<file path="config.mk">
export PLATFORM = sky130hd
export DESIGN_NAME = conv_frame_ctrl_flat
export DESIGN_NICKNAME = d
export VERILOG_FILES = /design/src/rtl/conv_frame_ctrl_if.sv /design/src/rtl/conv_frame_ctrl.sv /design/src/flat_wrapper.sv
export SDC_FILE = /design/constraint.sdc
export NUM_CORES = 1
export LEC_CHECK = 0
export BUFFER_PORTS_ARGS = -buffer_cell sky130_fd_sc_hd__buf_2
export CORE_ASPECT_RATIO = 1.4
export CORE_MARGIN = 8
export CORE_UTILIZATION = 50
export CTS_CLUSTER_DIAMETER = 50
export DETAILED_ROUTE_END_ITERATION = 8
export PLACE_DENSITY = 0.81
export SETUP_SLACK_MARGIN = 0.2
export SLEW_MARGIN = 20
export SYNTH_ARGS = -nofsm -noshare
export SYNTH_HDL_FRONTEND = slang
export SYNTH_SLANG_ARGS = --single-unit
</file>
<file path="constraint.sdc">
create_clock -name clk -period 3.8 [get_ports clk]
set_input_delay 0.38 -clock clk [delete_from_list [all_inputs] [get_ports clk]]
set_output_delay 0.38 -clock clk [all_outputs]
set_load 0.02 [all_outputs]
</file>
<file path="src/rtl/conv_frame_ctrl_if.sv">
// Stream and control bundle between a frame source and conv_frame_ctrl.
// The master drives pixels and commands; the slave (controller) returns the window stream and status.
interface conv_frame_ctrl_if;
  logic        start;
  logic        abort;
  logic        in_valid;
  logic [7:0]  pxl_in;
  logic        in_ready;
  logic [7:0]  conv_pxl;
  logic        conv_en;
  logic        win_valid;
  logic [15:0] row;
  logic [15:0] col;
  logic        busy;
  logic        done;

  modport master (
    output start, abort, in_valid, pxl_in,
    input  in_ready, conv_pxl, conv_en, win_valid, row, col, busy, done
  );

  modport slave (
    input  start, abort, in_valid, pxl_in,
    output in_ready, conv_pxl, conv_en, win_valid, row, col, busy, done
  );
endinterface

</file>
<file path="src/rtl/conv_frame_ctrl.sv">
// Frame controller for a KxK sliding-window convolution over an MxN image.
// It walks raster order, forwards each accepted pixel with its coordinates and flags full windows.
module conv_frame_ctrl #(
  parameter int N = 5,
  parameter int M = 5,
  parameter int K = 3
) (
  input  logic              clk,
  input  logic              reset,
  conv_frame_ctrl_if.slave  bus
);

  localparam logic [1:0] IDLE = 2'd0;
  localparam logic [1:0] RUN  = 2'd1;
  localparam logic [1:0] DONE = 2'd2;

  localparam logic [15:0] N_LAST = 16'(N - 1);
  localparam logic [15:0] M_LAST = 16'(M - 1);
  localparam logic [15:0] K_LAST = 16'(K - 1);

  logic [1:0]  state_q, state_d;
  logic [15:0] row_cnt_q, row_cnt_d;
  logic [15:0] col_cnt_q, col_cnt_d;
  logic [7:0]  conv_pxl_q, conv_pxl_d;
  logic [15:0] row_q, row_d;
  logic [15:0] col_q, col_d;
  logic        conv_en_q, conv_en_d;
  logic        win_valid_q, win_valid_d;

  logic in_ready;
  logic accept;
  logic last_pxl;

  assign in_ready = (state_q == RUN);
  assign accept   = bus.in_valid & in_ready;
  assign last_pxl = (row_cnt_q == M_LAST) && (col_cnt_q == N_LAST);

  always_comb begin
    state_d     = state_q;
    row_cnt_d   = row_cnt_q;
    col_cnt_d   = col_cnt_q;
    conv_pxl_d  = conv_pxl_q;
    row_d       = row_q;
    col_d       = col_q;
    conv_en_d   = accept;
    win_valid_d = 1'b0;

    if (accept) begin
      conv_pxl_d  = bus.pxl_in;
      row_d       = row_cnt_q;
      col_d       = col_cnt_q;
      win_valid_d = (row_cnt_q >= K_LAST) && (col_cnt_q >= K_LAST);
      if (col_cnt_q == N_LAST) begin
        col_cnt_d = 16'd0;
        row_cnt_d = row_cnt_q + 16'd1;
      end else begin
        col_cnt_d = col_cnt_q + 16'd1;
      end
    end

    // Leaving RUN always clears the counters so they never step past the image edge.
    case (state_q)
      IDLE: begin
        if (bus.start && !bus.abort) begin
          state_d   = RUN;
          row_cnt_d = 16'd0;
          col_cnt_d = 16'd0;
        end
      end
      RUN: begin
        if (bus.abort) begin
          state_d   = IDLE;
          row_cnt_d = 16'd0;
          col_cnt_d = 16'd0;
        end else if (accept && last_pxl) begin
          state_d   = DONE;
          row_cnt_d = 16'd0;
          col_cnt_d = 16'd0;
        end
      end
      DONE: begin
        state_d   = IDLE;
        row_cnt_d = 16'd0;
        col_cnt_d = 16'd0;
      end
      default: begin
        state_d   = IDLE;
        row_cnt_d = 16'd0;
        col_cnt_d = 16'd0;
      end
    endcase
  end

  always_ff @(posedge clk or negedge reset) begin
    if (!reset) begin
      state_q     <= IDLE;
      row_cnt_q   <= 16'd0;
      col_cnt_q   <= 16'd0;
      conv_pxl_q  <= 8'd0;
      row_q       <= 16'd0;
      col_q       <= 16'd0;
      conv_en_q   <= 1'b0;
      win_valid_q <= 1'b0;
    end else begin
      state_q     <= state_d;
      row_cnt_q   <= row_cnt_d;
      col_cnt_q   <= col_cnt_d;
      conv_pxl_q  <= conv_pxl_d;
      row_q       <= row_d;
      col_q       <= col_d;
      conv_en_q   <= conv_en_d;
      win_valid_q <= win_valid_d;
    end
  end

  assign bus.in_ready  = in_ready;
  assign bus.conv_pxl  = conv_pxl_q;
  assign bus.conv_en   = conv_en_q;
  assign bus.win_valid = win_valid_q;
  assign bus.row       = row_q;
  assign bus.col       = col_q;
  assign bus.busy      = (state_q != IDLE);
  // An abort landing on the DONE cycle cancels the completion pulse.
  assign bus.done      = (state_q == DONE) && !bus.abort;

endmodule

</file>
<file path="src/flat_wrapper.sv">
// flat-port wrapper written by rule: the top's interface ports become plain ports
module conv_frame_ctrl_flat 
#(
  parameter int N = 5,
  parameter int M = 5,
  parameter int K = 3
)
  (clk, reset, bus_start, bus_abort, bus_in_valid, bus_pxl_in, bus_in_ready, bus_conv_pxl, bus_conv_en, bus_win_valid, bus_row, bus_col, bus_busy, bus_done);
  conv_frame_ctrl_if bus_i ();
  input  logic clk;
  input  logic reset;
  input wire logic [$bits(bus_i.start)-1:0] bus_start;
  input wire logic [$bits(bus_i.abort)-1:0] bus_abort;
  input wire logic [$bits(bus_i.in_valid)-1:0] bus_in_valid;
  input wire logic [$bits(bus_i.pxl_in)-1:0] bus_pxl_in;
  output wire logic [$bits(bus_i.in_ready)-1:0] bus_in_ready;
  output wire logic [$bits(bus_i.conv_pxl)-1:0] bus_conv_pxl;
  output wire logic [$bits(bus_i.conv_en)-1:0] bus_conv_en;
  output wire logic [$bits(bus_i.win_valid)-1:0] bus_win_valid;
  output wire logic [$bits(bus_i.row)-1:0] bus_row;
  output wire logic [$bits(bus_i.col)-1:0] bus_col;
  output wire logic [$bits(bus_i.busy)-1:0] bus_busy;
  output wire logic [$bits(bus_i.done)-1:0] bus_done;
  assign bus_i.start = bus_start;
  assign bus_i.abort = bus_abort;
  assign bus_i.in_valid = bus_in_valid;
  assign bus_i.pxl_in = bus_pxl_in;
  assign bus_in_ready = bus_i.in_ready;
  assign bus_conv_pxl = bus_i.conv_pxl;
  assign bus_conv_en = bus_i.conv_en;
  assign bus_win_valid = bus_i.win_valid;
  assign bus_row = bus_i.row;
  assign bus_col = bus_i.col;
  assign bus_busy = bus_i.busy;
  assign bus_done = bus_i.done;
  conv_frame_ctrl #(.N(N), .M(M), .K(K)) u_core (.clk(clk), .reset(reset), .bus(bus_i));
endmodule
</file>
==> impl_metrics.toml, run 1 <==
[sta]
slew_violations = 0
slew_headroom = 0.439
worst_slack_ns = 1.31
tns_ns = 0
rsz0062_at_grt = "false"
finalSetupViolCount = 0
min_period_ns = 2.49
clock.fmax_mhz = 401
hold_slack_ns = 0.00728
skew_ns = 0.00618
hold_violations = 0
worst_slew_pin_slew_ns = 0.838
finalCritPeriodShare = 0.656

[final_layout]
syn_to_final_growth_pct = 15.3
diodes = 0
final_nets = 438
stdcell_count = 516
drive_gt1_frac = 0.200

[clock_tree]
cts-resized-gates = 0
post-cts-setup-buffer-count = 0
cts_buffer_depth = 2
h-tree-depth = 3
clock_latency_ns = 0.35
cts_root_buffer = "clkbuf_8"
cts.clk_slew.worst_paths_ns = 0.08
cts_buffers = 9
hold_buffers = 0
cts_tree = "built"
cts.sinks = 76

[logic_synthesis]
synth_async_sr_flop_share = 1.00
yosys_warnings = 0
synth_top_area_cell = "dfrtp_1"
yosys.area.top_type_share = 0.556
syn_area_per_cell_sq_um = 9.39
muxShareOfSynthArea = 0
synth_edf_count = 0
synthTopCellsByArea = "dfrtp_1 56%, nand2_1 14%, xor2_1 5.1%"
yosys.area_share.xor_xnor = 0.0743
syn_nets = 383
yosys.area_share.simple = 0.296
ys_seq_area_frac = 0.556
synth_top_family_by_area = "simple AND/OR/NAND/NOR gates"
ys_seq_elements = 76
synth.most_common_cell = "nand2_1"
synthTopCellsByCount = "123 x nand2_1, 76 x dfrtp_1, 36 x nor2_1, 20 x xor2_1, 13 x nand4_1"
ys.flop_type = "dfrtp_1"
synth_cells = 364
synth_compound_area_frac = 0.0201
synth_cell_types = 34
synthAdderAreaFrac = 0.0220
synth_area_sq_mm = 0.00342

[floorplanning]
start_util = 0.517
row_count = 35
core-area_sq_mm = 0.00661
die_area_sq_mm = 0.00978
dieWidth_um = 85.9
ios = 58
die_h_um = 114

[global_routing]
track_usage = 0.162
grt_max_degree = 52
grt_pass1_wl_um = 12700
antenna_found_initial = 0
grt-ovfl-total = 0
grt_pass1_vias = 2721

[critical_path]
cp.required_ns = 4.02
critical_path_class = "flop to flop"
rr_worst_depth = 7
path_max_fanout = 48
start_kind = "flop"
arrival_ns = 2.71
crit_path_end_kind = "flop"

[power]
internal_power_mw = 1.17
clkPwrFrac = 0.378
switching_share = 0.253
peakVddDrop_v = 0.000204
p_switching_mw = 0.394
combPwrFrac = 0.081
p_seq_frac = 0.540
p_leak_nw = 2.10
powerDensity_mw_per_mm2 = 396

[worst_hold_path]
hold_path_class = "input pin to async pin"

[outcome]
status = "finished clean"

[routing]
wirelength_um = 7260
first_pass_iters = 4
drtAntennaViolNets = 0
viasPerCell = 5.19
drt-initial-drc-count = 135
wl_per_cell_um = 14.1
vias = 2676
drc = 0

[placed_design]
gp_routability_congestion = 0.866
dpl.hpwl_um = 5040
dp.cells = 500
place_ws_ns = 1.29
port_buffers = 57

[job]
cap_violations = 0
[metal layers]
layer  track usage  part of all wire  vias to the layer above
met1         0.185              0.43                     1285
li1              -                 -                     1300
met3        0.0367             0.051                       22
met5             0                 0                        -
met4         0.106             0.030                        0
met2         0.264              0.49                       69
[state kept, by name, summed over array words and instances, names as in the netlist]
signal	cells
u_core.bus.win_valid	1
u_core.bus.col	16
u_core.state_q	2
u_core.col_cnt_q	16
u_core.bus.conv_pxl	8
u_core.row_cnt_q	16
u_core.bus.row	16
u_core.bus.conv_en	1
[cells in the final DEF, fill, tap and decap left out, types with 7 or more instances in the layout]
cell type  instances
clkbuf_8           9
nor3_1             7
nor4_1             8
nand4_1           13
nand3_1           10
xnor2_1            9
nor2_1            36
dfrtp_1           76
buf_2             57
nand2_1          123
inv_1              7
xor2_1            20
[area by class of cell]
type	instances	area (sq um)
Clock inverter	5	52.6
Timing Repair Buffer	59	300
Fill cell	570	2670
Multi-Input combinational cell	265	1410
Inverter	8	30.0
Sequential cell	76	1900
Clock buffer	11	131
Tap cell	92	115
[power by group through the flow]
stage | sequential (mW) | clock (mW) | combinational [mW]
2_1_floorplan | 0.880 | 0 | 0.0535
3_3_place_gp | 0.858 | 0 | 0.128
3_5_place_dp | 0.859 | 0 | 0.130
4_1_cts | 0.843 | 0.601 | 0.130
5_1_grt | 0.846 | 0.630 | 0.143
6_report | 0.843 | 0.590 | 0.127
[cells by family after synthesis]
kind of cell,Yosys count
AO/OA/AOI/OAI,11
AND/OR/NAND/NOR,219
adder cells (fa/ha/maj),6
buffers and inverters,23
flip-flops,76
XOR/XNOR,29
[final timing paths]
path / slack [ns] / end / start
min in group clk: 0.22 / u_core.bus.conv_pxl[3]$_DFFE_PN0P_ / bus_pxl_in[3]
worst min-delay path: 0.007 / u_core.bus.conv_pxl[2]$_DFFE_PN0P_ / reset
worst max-delay path: 1.31 / u_core.col_cnt_q[1]$_DFF_PN0_ / u_core.state_q[1]$_DFFE_PN0P_
worst min register to register: 0.47 / u_core.bus.row[10]$_DFFE_PN0P_ / u_core.bus.row[10]$_DFFE_PN0P_
worst max register to register: 1.31 / u_core.col_cnt_q[1]$_DFF_PN0_ / u_core.state_q[1]$_DFFE_PN0P_
max in group asynchronous: 2.75 / u_core.bus.col[12]$_DFFE_PN0P_ / reset
[worst max-delay path, stage by stage (launching register included)]
cell      delay (ns)
dfrtp_1         0.45
and2b_4         0.29
nand2_2         0.47
inv_2           0.21
nand3_2         0.12
nor4_2          0.37
a2111o_2        0.35
a21oi_1         0.10
[stage by stage]
step                      utilization  total power, mW  area, sq um
after global placement          0.568            0.985         3760
after floorplan                     -            0.934         3420
after global routing            0.596             1.62         3940
final                           0.596             1.56         3940
after detailed placement        0.568            0.989         3760
after CTS                       0.596             1.57         3940
No activity file was read; power rests on OpenSTA's default activity.
==> run 2, diff against run 1 <==
--- a/config.mk
+++ b/config.mk
@@ -11,7 +11,7 @@
 export CORE_UTILIZATION = 50
 export CTS_CLUSTER_DIAMETER = 50
 export DETAILED_ROUTE_END_ITERATION = 8
-export PLACE_DENSITY = 0.81
+export PLACE_DENSITY = 0.84
 export SETUP_SLACK_MARGIN = 0.2
 export SLEW_MARGIN = 20
 export SYNTH_ARGS = -nofsm -noshare
==> constraint.sdc (replaced) <==
create_clock -name clk -period 2.2 [get_ports clk]
set_input_delay 0.22 -clock clk [delete_from_list [all_inputs] [get_ports clk]]
set_output_delay 0.22 -clock clk [all_outputs]
set_load 0.02 [all_outputs]
==> impl_metrics.toml, run 2 (synthesis gave the netlist of run 1 again) <==
[sta]
skew_ns = 0.00814
slew_headroom = 0.608
finalCritPeriodShare = 0.860
clock.fmax_mhz = 528
finalSetupViolCount = 0
hold_violations = 0
worst_slew_pin_slew_ns = 0.588
slew_violations = 0
tns_ns = 0
hold_slack_ns = 0.0540
rsz0062_at_grt = "true"
worst_slack_ns = 0.307
min_period_ns = 1.89

[placed_design]
port_buffers = 57
placed_area_sq_mm = 0.00379
dpl.hpwl_um = 5260
gp_routability_congestion = 0.875
place_ws_ns = 0.164
dp.cells = 502

[final_layout]
final_cell_mix = "123 x nand2_1, 76 x dfrtp_1, 56 x buf_2"
final_nets = 443
seqCellArea_sq_mm = 0.00190
final_area_sq_mm = 0.00410
stdcell_count = 520
nFillCells = 553
syn_to_final_growth_pct = 19.8
drive_gt1_frac = 0.215
diodes = 0
multi_input_area_sq_mm = 0.00144
layout.core_utilization = 0.619
layout_commonest_cell = "nand2_1"

[critical_path]
critical_path_class = "flop to flop"
crit_slowest_cell = "dfrtp_1"
path_max_fanout = 17
arrival_ns = 2.13
start_kind = "flop"
crit_family = "simple AND/OR/NAND/NOR gates"
path_buf_inv = 1
slowest_delay_ns = 0.47
cp.required_ns = 2.44
crit_chain = "nor4_2 -> nand4_1 -> nor4_4 -> a2111o_2 -> buf_12 -> nor2_1"
crit_path_end_kind = "flop"

[power]
clkPwrFrac = 0.430
peakVddDrop_v = 0.000392
powerDensity_mw_per_mm2 = 725
finalPower_mw = 2.97
p_seq_frac = 0.491
switching_share = 0.230
combPwrFrac = 0.080
p_switching_mw = 0.684
p_leak_nw = 2.16
internal_power_mw = 2.29

[clock_tree]
cts_buffer_depth = 2
cts_root_buffer = "clkbuf_8"
cts_tree = "built"
h-tree-depth = 3
clock_latency_ns = 0.35
cts.sinks = 76
cts.clk_slew.worst_paths_ns = 0.08
cts_buffers = 9

[routing]
drc = 0
wirelength_um = 7570
viasPerCell = 5.12
drt-initial-drc-count = 149
wl_per_cell_um = 14.6
first_pass_iters = 4
vias = 2660
drtAntennaViolNets = 0

[floorplanning]
ios = 58
core-area_sq_mm = 0.00661
die_h_um = 114
start_util = 0.517
die_area_sq_mm = 0.00978
dieWidth_um = 85.9
row_count = 35

[global_routing]
antenna_found_initial = 0
grt_max_degree = 48
grt_pass1_vias = 2778
grt-ovfl-total = 0
grt_pass1_wl_um = 12700
track_usage = 0.164

[outcome]
status = "finished clean"

[job]
cap_violations = 0

[worst_hold_path]
hold_path_class = "input pin to flop"
run 2: per-layer routing:
layer  up-vias  routed length, um  global-route usage
met5         -                  0                   0
met4         0                175              0.0833
met3        17                388              0.0468
met2        64               4040               0.295
met1      1279               2970               0.166
li1       1300                  -                   -
run 2: repair_timing:
item                                   CTS  global route
hold buffers                             1             0
setup endpoints to repair               19            22
buffers inserted                         1             1
gates resized for setup                  2             3
pin swaps                                2             3
endpoints found under the hold margin   46             0
run 2: cell type report:
class	instances	share of cell area
repair buffers	64	0.0898
multi-input cells	265	0.352
flip-flops and latches	76	0.464
clock buffers	11	0.0345
well taps	92	0.0281
inverters	8	0.00733
clock inverters	4	0.0238
run 2: worst min-delay path, cell delays in order:
cell     delay, ns
buf_2         0.07
nand2_1       0.04
nand2_1       0.05
run 2: power groups by stage:
stage	Clock, mW	Combinational, mW	Sequential (mW)
global route	1.35	0.264	1.46
global placement	0	0.226	1.48
detailed placement	0	0.232	1.48
floorplan	0	0.0924	1.52
CTS	1.31	0.241	1.46
finish	1.28	0.236	1.46
run 2: worst paths after layout:
check | start | end | slack [ns] | cells after the start
min | bus_pxl_in[0] | u_core.bus.conv_pxl[0]$_DFFE_PN0P_ | 0.05 | 3
min reg2reg | u_core.bus.row[15]$_DFFE_PN0P_ | u_core.bus.row[15]$_DFFE_PN0P_ | 0.47 | 2
max in group asynchronous | reset | u_core.bus.col[10]$_DFFE_PN0P_ | 1.21 | 3
max | u_core.row_cnt_q[4]$_DFF_PN0_ | u_core.row_cnt_q[14]$_DFF_PN0_ | 0.31 | 6
max reg2reg | u_core.row_cnt_q[4]$_DFF_PN0_ | u_core.row_cnt_q[14]$_DFF_PN0_ | 0.31 | 6
min in group asynchronous | reset | u_core.bus.conv_pxl[4]$_DFFE_PN0P_ | 0.42 | 2
